### config.mk
export PLATFORM = sky130hd
export DESIGN_NAME = bcd_countdown_timer
export DESIGN_NICKNAME = d
export VERILOG_FILES = /design/src/rtl/bcd_countdown_timer.sv
export SDC_FILE = /design/constraint.sdc
export NUM_CORES = 1
export LEC_CHECK = 0
export CAP_MARGIN = 20
export CORE_UTILIZATION = 47
export CTS_CLUSTER_DIAMETER = 150
export DETAILED_ROUTE_END_ITERATION = 6
export GPL_TIMING_DRIVEN = 0
export PLACE_DENSITY = 0.88
export SLEW_MARGIN = 30
export SYNTH_ARGS = -nofsm -noshare
export SYNTH_HDL_FRONTEND = slang
export SYNTH_SLANG_ARGS = --single-unit
### constraint.sdc
create_clock -name clk -period 2.6 [get_ports clk]
set_input_delay 0.39 -clock clk [delete_from_list [all_inputs] [get_ports clk]]
set_output_delay 0.39 -clock clk [all_outputs]
set_load 0.03 [all_outputs]
### src/rtl/bcd_countdown_timer.sv
// 3-digit BCD countdown timer (tens.ones.tenths) driven by a 100 ms tick.
// Optional warning output with 500 ms blink is built when COUNTDOWN_WARN_EN is defined.
module bcd_countdown_timer #(
    parameter logic [11:0] DEFAULT_LOAD = 12'h300,
    parameter logic [11:0] WARN_THRESH  = 12'h050
) (
    input  logic        clk,
    input  logic        reset,
    input  logic        tick_in,
    input  logic        load,
    input  logic        load_default,
    input  logic [11:0] load_value,
    input  logic        start,
    input  logic        pause,
    output logic [11:0] bcd_out,
    output logic        running,
    output logic        expired,
    output logic        timeout_pulse,
    output logic        warn
);

    localparam int unsigned DIGIT_W = 4;
    localparam int unsigned BCD_W   = 3 * DIGIT_W;

    typedef enum logic [1:0] {
        ST_IDLE,
        ST_RUN,
        ST_PAUSE,
        ST_EXPIRED
    } state_t;

    state_t             r_state;
    state_t             w_state_nxt;
    logic [BCD_W-1:0]   w_bcd_nxt;
    logic               w_pulse_nxt;
    logic               w_warn_nxt;

    function automatic logic [DIGIT_W-1:0] clamp_digit(input logic [DIGIT_W-1:0] d);
        return (d > DIGIT_W'(9)) ? DIGIT_W'(9) : d;
    endfunction

    function automatic logic [BCD_W-1:0] clamp_bcd(input logic [BCD_W-1:0] v);
        return {clamp_digit(v[11:8]), clamp_digit(v[7:4]), clamp_digit(v[3:0])};
    endfunction

    // Subtract one tenth with BCD borrow; caller guarantees v != 0.
    function automatic logic [BCD_W-1:0] bcd_dec(input logic [BCD_W-1:0] v);
        logic [DIGIT_W-1:0] h, o, t;
        {h, o, t} = v;
        if (t != '0) begin
            t = t - DIGIT_W'(1);
        end else begin
            t = DIGIT_W'(9);
            if (o != '0) begin
                o = o - DIGIT_W'(1);
            end else begin
                o = DIGIT_W'(9);
                h = h - DIGIT_W'(1);
            end
        end
        return {h, o, t};
    endfunction

    // Next-state and next-output logic.
    always_comb begin
        w_state_nxt = r_state;
        w_bcd_nxt   = bcd_out;
        w_pulse_nxt = 1'b0;
        if (load) begin
            w_bcd_nxt   = clamp_bcd(load_value);
            w_state_nxt = ST_IDLE;
        end else if (load_default) begin
            w_bcd_nxt   = clamp_bcd(DEFAULT_LOAD);
            w_state_nxt = ST_IDLE;
        end else begin
            case (r_state)
                ST_IDLE: begin
                    if (start) begin
                        if (bcd_out != '0) begin
                            w_state_nxt = ST_RUN;
                        end else begin
                            w_state_nxt = ST_EXPIRED;
                            w_pulse_nxt = 1'b1;
                        end
                    end
                end
                ST_RUN: begin
                    if (pause) begin
                        w_state_nxt = ST_PAUSE;
                    end else if (tick_in && (bcd_out != '0)) begin
                        w_bcd_nxt = bcd_dec(bcd_out);
                        if (bcd_out == BCD_W'(1)) begin
                            w_state_nxt = ST_EXPIRED;
                            w_pulse_nxt = 1'b1;
                        end
                    end
                end
                ST_PAUSE: begin
                    if (!pause && start) begin
                        w_state_nxt = ST_RUN;
                    end
                end
                ST_EXPIRED: begin
                    w_bcd_nxt = '0;
                end
                default: begin
                    w_state_nxt = ST_IDLE;
                end
            endcase
        end
    end

`ifdef COUNTDOWN_WARN_EN
    localparam int unsigned BLINK_W    = 3;
    localparam int unsigned BLINK_LAST = 4;

    logic [BLINK_W-1:0] r_blink_cnt;
    logic [BLINK_W-1:0] w_blink_cnt_nxt;
    logic               r_blink_on;
    logic               w_blink_on_nxt;
    logic               w_restart;
    logic               w_resume;
    logic               w_tick_run;

    // Blink phase only advances on ticks taken while already at or below the threshold,
    // so the first toggle lands five ticks after warn first asserts.
    always_comb begin
        w_restart  = load || load_default || ((r_state == ST_IDLE) && (w_state_nxt == ST_RUN));
        w_resume   = (r_state == ST_PAUSE) && (w_state_nxt == ST_RUN);
        w_tick_run = (r_state == ST_RUN) && !load && !load_default && !pause && tick_in;
        w_blink_cnt_nxt = r_blink_cnt;
        w_blink_on_nxt  = r_blink_on;
        if (w_restart) begin
            w_blink_cnt_nxt = '0;
            w_blink_on_nxt  = 1'b1;
        end else if (w_resume) begin
            w_blink_cnt_nxt = '0;
        end else if (w_tick_run && (bcd_out <= WARN_THRESH)) begin
            if (r_blink_cnt == BLINK_W'(BLINK_LAST)) begin
                w_blink_cnt_nxt = '0;
                w_blink_on_nxt  = ~r_blink_on;
            end else begin
                w_blink_cnt_nxt = r_blink_cnt + BLINK_W'(1);
            end
        end
        w_warn_nxt = ((w_state_nxt == ST_RUN) || (w_state_nxt == ST_PAUSE))
                     && (w_bcd_nxt <= WARN_THRESH) && w_blink_on_nxt;
    end

    always_ff @(posedge clk) begin
        if (!reset) begin
            r_blink_cnt <= '0;
            r_blink_on  <= 1'b1;
        end else begin
            r_blink_cnt <= w_blink_cnt_nxt;
            r_blink_on  <= w_blink_on_nxt;
        end
    end
`else
    // Constant 0; the threshold is referenced so both builds keep one parameter list.
    assign w_warn_nxt = &{1'b0, WARN_THRESH};
`endif

    // State and registered outputs.
    always_ff @(posedge clk) begin
        if (!reset) begin
            r_state       <= ST_IDLE;
            bcd_out       <= DEFAULT_LOAD;
            running       <= 1'b0;
            expired       <= 1'b0;
            timeout_pulse <= 1'b0;
            warn          <= 1'b0;
        end else begin
            r_state       <= w_state_nxt;
            bcd_out       <= w_bcd_nxt;
            running       <= (w_state_nxt == ST_RUN);
            expired       <= (w_state_nxt == ST_EXPIRED);
            timeout_pulse <= w_pulse_nxt;
            warn          <= w_warn_nxt;
        end
    end

endmodule

==> summary.md, run 1 <==
| Metric | Value |
|---|---|
| Status | complete, no violations |
| Net Sw Power | 0.000227 W |
| Synth Register Bits | 17 |
| Setup TNS | 0 ns |
| Gate power share | 34.1% |
| Row count | 18 |
| Post-synth ARST share | 0% |
| CP Buf/Inv Count | 1 |
| Chip height | 53.4 um |
| Number of remaining DRC errors | 0 |
| Area of the multi-input gates | 797 um2 |
| Initial Utilization | 50.1% |
| Max_slew headroom | 59.4% |
| Cts hold-fix bufs | 0 |
| Setup CP Type | register to register |
| Seq pwr share | 44.3% |
| CTS buffer count | 3 |
| YS warnings | 0 |
| Port Buffers | 31 |
| Startpoint Class | register |
| P_leak | 0.602 nW |
| Drt pass-1 iters | 4 |
| Max Clock Freq | 453 MHz |
| Fraction of layout cells with a size suffix above 1 | 13.3% |
| Switch share | 33.7% |
| First-pass GRT wire length | 5350 um |
| Vias | 1275 |
| Reg area | 340 um2 |
| Setup Buffers After CTS | 0 |
| Worst Hold Endpoint | r_state[1]$_SDFF_PN0_ |
| Top FF cell, synth | dfxtp_1 |
| Post-synth cell types | 52 |
| Routed WL per cell | 15.1 um |
| Reg2Reg Depth | 6 |
| Clock Power Share | 21.6% |
| Die area | 2850 um2 |
| Worst R2R Start | bcd_out[8]$_SDFFE_PN1P_ |
| CP max-delay cell | nor3b_1 |
| Skew-Pair Late Insertion Delay | 0.30 ns |
| Cell area after synthesis | 1240 um2 |
| Largest stage delay, worst path | 0.53 ns |
| Synth Net Count | 169 |
| Max VDD drop | 0.000273 V |
| N_diodes | 0 |
| Final Critical Period | 2.21 ns |
| Setup Skew | 0.00918 ns |
| Slew @ Worst Pin | 0.607 ns |
| Count of final hold-check violations | 0 |
| Area growth syn-to-layout | 30.2% |
| CTS tree | done |
| CTS H-tree depth | 1 |
| Initial drt markers | 22 |
| Post-Route WL | 3180 um |
| CP Data Arrival Time | 2.41 ns |
| Via-per-instance ratio | 6.07 |
| Die W | 53.4 um |
| Root Buffer Master | clkbuf_4 |
| Clk slew on worst S/H paths | 0.10 ns |
| Dpl hpwl | 2430 um |
| Final setup violation count | 0 |
| Mapped Avg Cell Area | 8.55 um2 |
| Int Power | 0.000445 W |
| Data required, critical path | 2.80 ns |
| Final net count | 205 |
| Final Slew Violations | 0 |
| Mapped Cells | 145 |
| Sequential fraction of the synthesis area | 27.4% |
| Largest net degree at the start of global routing | 11 |
| Clock tree sinks | 17 |
| All-layer global routing usage | 25.8% |
| Worst min path class | input pin to register |
| IO Pins | 35 |
| Routability cong. | 0.772 |
| Period utilization | 84.9% |
| Unrepaired setup endpoints after global routing | false |
| Filler Cell Count | 216 |
| Clk buf depth | 2 |
| Hold path start | reset |
| Reg2Reg Setup Slack | 0.39 ns |
| Max FO, Critical Path | 8 |
| Cells resized by post-CTS repair | 0 |
| CP endpoint kind | register |
| GR Overflow Total | 0 |
| Vias in the first global route | 1208 |
| Core area | 2480 um2 |
| Initial antenna violation count | 0 |
| Post-route ant nets | 0 |
| Fin cells | 210 |
| Cell area power density | 416 nW/um2 |
| Post-Place Cells | 206 |
| Reg-to-reg endpoint | bcd_out[6]$_SDFFE_PN0P_ |
| Number of enable flip-flop cells after synthesis | 0 |
| Crit-path cells | inv_1 > ha_1 > nor3b_1 > nand4_1 > and2_4 > a311oi_1 |
| Max_cap viols | 0 |
| CP top delay family | simple AND/OR/NAND/NOR gates |
| Hold Crit Depth | 2 |
synthesized netlist by cell type (2+ instances only):
cell type | n | share of area, %
a311oi_1 | 5 | 3.5
ha_1 | 5 | 5.0
o31ai_1 | 5 | 3.0
o21ai_0 | 5 | 2.0
a211oi_1 | 2 | 1.2
nand3b_1 | 4 | 2.4
dfxtp_1 | 17 | 27
a41oi_1 | 2 | 1.4
nor3b_1 | 2 | 1.2
nor2b_1 | 4 | 2.0
and2_1 | 3 | 1.5
nand2_1 | 9 | 2.7
o32ai_1 | 3 | 2.1
nor2_1 | 9 | 2.7
o21ba_2 | 2 | 1.6
a31oi_1 | 2 | 1.0
nor4_1 | 5 | 2.5
inv_1 | 10 | 3.0
a22oi_1 | 2 | 1.2
a21oi_1 | 11 | 4.4
buf_6 | 3 | 2.7
buf_4 | 3 | 1.8
or3_1 | 3 | 1.5
layout by cell type (no fill, tap or decap), types with 2 or more instances in the layout:
cell	instances
clkdlybuf4s50_1	31
dfxtp_1	17
a21oi_1	11
inv_1	10
nor2_1	9
nand2_1	9
a311oi_1	5
o21ai_0	5
nor4_1	5
o31ai_1	5
ha_1	5
nand3b_1	4
nor2b_1	4
buf_6	3
buf_4	3
or3_1	3
o32ai_1	3
and2_1	3
clkbuf_4	3
nor3b_1	2
o21ba_2	2
a22oi_1	2
a211oi_1	2
a41oi_1	2
a31oi_1	2
stage by stage:
step                total power (W)  area (um2)  hold WS [ns]  util [%]  setup slack [ns]
CTS                        0.000672        1610         0.369      65.2             0.451
floorplan                  0.000444        1240         0.525         -             0.390
finish                     0.000672        1610         0.374      65.2             0.392
global route               0.000708        1610         0.398      65.2             0.114
detailed placement         0.000530        1590         0.532      64.1             0.245
global placement           0.000522        1590         0.512      64.1             0.266
worst register-to-register path: stages (launching register included):
cell,delay [ns]
dfxtp_1,0.37
inv_1,0.07
ha_1,0.19
nor3b_1,0.53
nand4_1,0.40
and2_4,0.28
a311oi_1,0.27
worst max-delay path by stage:
stage,start,to,cells after the start
CTS,bcd_out[4]$_SDFFE_PN0P_,bcd_out[9]$_SDFFE_PN1P_,7
finish,bcd_out[8]$_SDFFE_PN1P_,bcd_out[6]$_SDFFE_PN0P_,6
detailed placement,load_default,bcd_out[6]$_SDFFE_PN0P_,5
floorplan,bcd_out[4]$_SDFFE_PN0P_,bcd_out[9]$_SDFFE_PN1P_,7
global route,bcd_out[8]$_SDFFE_PN1P_,bcd_out[6]$_SDFFE_PN0P_,6
global placement,load_default,bcd_out[9]$_SDFFE_PN1P_,5
layer usage:
| metal | wire (um) | global-route usage [%] | vias up |
|---|---|---|---|
| met5 | 0 | 0 | - |
| met4 | 53 | 9.21 | 0 |
| met3 | 143 | 2.87 | 6 |
| met2 | 1630 | 48.1 | 47 |
| met1 | 1350 | 29.4 | 605 |
| li1 | - | - | 617 |
logic make-up after synthesis:
group                      Yosys count  synth area share (%)
muxes                                1                  1.21
adders and majority gates            5                  5.05
DFF                                 17                  27.4
AOI/OAI and AO/OA                   51                  31.3
and+or+nand+nor                     51                  25.7
buffers and inverters               18                  8.27
other                                1                 0.302
xor gates and xnor gates             1                 0.706
power by group through the flow:
| stage | registers, W | clock network [W] | logic [W] |
|---|---|---|---|
| 6_report | 0.000297 | 0.000145 | 0.000229 |
| 5_1_grt | 0.000299 | 0.000158 | 0.000250 |
| 4_1_cts | 0.000297 | 0.000147 | 0.000228 |
| 3_5_place_dp | 0.000303 | 0 | 0.000227 |
| 3_3_place_gp | 0.000301 | 0 | 0.000221 |
| 2_1_floorplan | 0.000327 | 0 | 0.000117 |
flip-flops by register name, indices dropped and copies added (netlist names):
register and count:
r_state 2, running 1, bcd_out 12, expired 1
timeout_pulse 1
final cells by class:
type / instances / area share [%]
buffer: 7 / 3.80
sequential: 17 / 21.1
tap: 30 / 2.33
timing repair buffer: 31 / 19.2
inverter: 11 / 2.56
clock buffer: 4 / 1.63
multi-input combinational: 110 / 49.4
(Power assumes the default switching activity.)
==> inputs of run 2 (changes only) <==
Settings changed: CORE_UTILIZATION 47 to 43, PLACE_DENSITY 0.88 to 0.85.
Clock period 2.6 ns to 1.85 ns, I/O delays scaled along.
==> run 2 against run 1 <==
Net effect: die area is 8.9% higher; sequential power rose by 40%; maximum frequency rose by 20%; via count is 8.6% higher; largest cell class unchanged; largest power group is now combinational cells.
==> summary.md, run 2 (synthesis gave the netlist of run 1 again) <==
| Metric | Value |
|---|---|
| Int Power | 0.000697 W (was 0.000445 W) |
| Clk buf depth | 2 (unchanged) |
| Max VDD drop | 0.000394 V (was 0.000273 V) |
| Top flop regs | bcd_out (12), r_state (2) (unchanged) |
| All-layer global routing usage | 24.9% (was 25.8%) |
| Clock Power Share | 20.2% (was 21.6%) |
| Data required, critical path | 2.05 ns (was 2.80 ns) |
| CP Data Arrival Time | 2.04 ns (was 2.41 ns) |
| Clk slew on worst S/H paths | 0.11 ns (was 0.10 ns) |
| Port Buffers | 31 (unchanged) |
| Hold Crit Depth | 2 (unchanged) |
| Initial antenna violation count | 0 (unchanged) |
| Max Clock Freq | 544 MHz (was 453 MHz) |
| Crit-path cells | inv_4 > ha_4 > nor3b_4 > buf_6 > a21oi_4 > or3_4 > mux2_4 (was inv_1 > ha_1 > nor3b_1 > nand4_1 > and2_4 > a311oi_1) |
| Routability cong. | 0.860 (was 0.772) |
| Largest net degree at the start of global routing | 11 (unchanged) |
| Clock tree sinks | 17 (unchanged) |
| P_leak | 0.761 nW (was 0.602 nW) |
| First-pass GRT wire length | 6130 um (was 5350 um) |
| Unrepaired setup endpoints after global routing | true (was false) |
| Switch share | 34.9% (was 33.7%) |
| Filler Cell Count | 211 (was 216) |
| GR Overflow Total | 0 (unchanged) |
| Seq pwr share | 39.0% (was 44.3%) |
| Reg2Reg Depth | 7 (was 6) |
| Drt pass-1 iters | 6 (was 4) |
| Period utilization | 99.3% (was 84.9%) |
| Cell area power density | 570 nW/um2 (was 416 nW/um2) |
| Row count | 19 (was 18) |
| Largest stage delay, worst path | 0.43 ns (was 0.53 ns) |
| CTS H-tree depth | 1 (unchanged) |
| Commonest non-fill, non-tap cell in the layout | clkdlybuf4s50_1 (unchanged) |
| Initial drt markers | 53 (was 22) |
| Setup Skew | 0.00180 ns (was 0.00918 ns) |
| Chip height | 55.7 um (was 53.4 um) |
| Final Slew Violations | 0 (unchanged) |
| Most flops, register | bcd_out (unchanged) |
| Routed WL per cell | 16.6 um (was 15.1 um) |
| Gate power share | 40.8% (was 34.1%) |
| Skew-Pair Late Insertion Delay | 0.30 ns (about the same) |
| Final setup violation count | 0 (unchanged) |
| Fraction of layout cells with a size suffix above 1 | 30.7% (was 13.3%) |
| Final net count | 224 (was 205) |
| Area growth syn-to-layout | 51.3% (was 30.2%) |
| Die area | 3100 um2 (was 2850 um2) |
| Placed inst area | 1650 um2 (was 1590 um2) |
| Initial Utilization | 45.4% (was 50.1%) |
| Vias | 1385 (was 1275) |
| Post-Route WL | 3810 um (was 3180 um) |
| Number of flip-flops in the largest register | 12 (unchanged) |
| Dpl hpwl | 2540 um (was 2430 um) |
| Number of remaining DRC errors | 0 (unchanged) |
| Finished Cell Area | 1880 um2 (was 1610 um2) |
| CP max-delay cell | or3_4 (was nor3b_1) |
| Status | complete, no violations (unchanged) |
| IO Pins | 35 (unchanged) |
| CTS buffer count | 3 (unchanged) |
| Max FO, Critical Path | 4 (was 8) |
| Reg area | 363 um2 (was 340 um2) |
| CTS tree | done (unchanged) |
| Post-route ant nets | 0 (unchanged) |
| Startpoint Class | register (unchanged) |
| Setup TNS | 0 ns (unchanged) |
| Setup CP Type | register to register (unchanged) |
| Area of the multi-input gates | 875 um2 (was 797 um2) |
| Die W | 55.7 um (was 53.4 um) |
| Final Critical Period | 1.84 ns (was 2.21 ns) |
| Worst min path class | input pin to register (unchanged) |
| Max_cap viols | 0 (unchanged) |
| Vias in the first global route | 1314 (was 1208) |
| Via-per-instance ratio | 6.02 (was 6.07) |
| Root Buffer Master | clkbuf_4 (unchanged) |
| Commonest non-fill, non-tap cells in the layout | clkdlybuf4s50_1, buf_4, dfxtp_1 (was clkdlybuf4s50_1, dfxtp_1, a21oi_1) |
| N_diodes | 0 (unchanged) |
| Net Sw Power | 0.000373 W (was 0.000227 W) |
| Count of final hold-check violations | 0 (unchanged) |
| Core area | 2730 um2 (was 2480 um2) |
| CP endpoint kind | register (unchanged) |
-- run 2: changes by cell type in the layout (fill, tap and decap cells not counted), moves of 2 or more --
cell and delta:
ha_1 -3, dfxtp_4 +6, inv_4 +3, nor3b_4 +2, inv_1 -5, buf_4 +19, dlymetal6s2s_1 +4, ha_4 +2
clkdlybuf4s50_1 -4, inv_2 +2, dfxtp_1 -6
-- run 2: routing by layer --
metal / vias to the layer above / routed length [um] / GRT usage, %
li1: 656 / - / -
met1: 664 / 1640 / 30.4
met2: 56 / 1930 / 43.2
met3: 9 / 173 / 4.19
met4: 0 / 68 / 10.4
met5: - / 0 / 0
-- run 2: through the flow --
stage	power [W]	utilization [%]	setup WS [ns]	cells	hold slack (ns)
2_1_floorplan	0.000638	-	-0.0304	145	0.445
3_3_place_gp	0.000750	60.4	-0.375	207	0.492
3_5_place_dp	0.000762	60.4	-0.404	207	0.493
4_1_cts	0.00103	65.6	0.0452	226	0.260
5_1_grt	0.00112	68.6	-0.00955	230	0.262
6_report	0.00107	68.6	0.0132	230	0.265
-- run 2: what timing repair did --
item                       in CTS  in global routing
pin swaps                       6                  5
gates resized for setup         3                 12
buffers inserted               16                  4
hold buffers                    0                  0
setup endpoints to repair       6                  7
-- run 2: path summary, 6_finish.rpt --
kind,from,end,slack (ns)
worst min-delay path,reset,r_state[1]$_SDFF_PN0_,0.27
worst max-delay path,bcd_out[4]$_SDFFE_PN0P_,bcd_out[9]$_SDFFE_PN1P_,0.01
worst min register to register,r_state[1]$_SDFF_PN0_,timeout_pulse$_SDFF_PP0_,0.58
worst max register to register,bcd_out[4]$_SDFFE_PN0P_,bcd_out[9]$_SDFFE_PN1P_,0.01
-- run 2: power groups by stage --
stage / Sequential, W / Clock, W / Combinational, W
after floorplan: 0.000465 / 0 / 0.000174
after global placement: 0.000429 / 0 / 0.000322
after detailed placement: 0.000430 / 0 / 0.000333
after CTS: 0.000414 / 0.000215 / 0.000398
after global routing: 0.000420 / 0.000237 / 0.000466
final: 0.000417 / 0.000216 / 0.000437
-- run 2: worst max-delay path, delay by kind of cell (launching register included) --
| family | cells | cell delay, ns |
|---|---|---|
| fa+ha+maj | 1 | 0.13 |
| flops | 1 | 0.37 |
| simple gates | 2 | 0.67 |
| compound gates | 1 | 0.05 |
| buf+inv | 2 | 0.21 |
| mux | 1 | 0.31 |
-- run 2: final cells by class --
cell class	count	share of cell area, %
Multi-Input combinational cell	110	46.6
Clock buffer	4	1.40
Timing Repair Buffer	51	25.3
Buffer	6	2.67
Tap cell	31	2.07
Inverter	11	2.60
Sequential cell	17	19.3
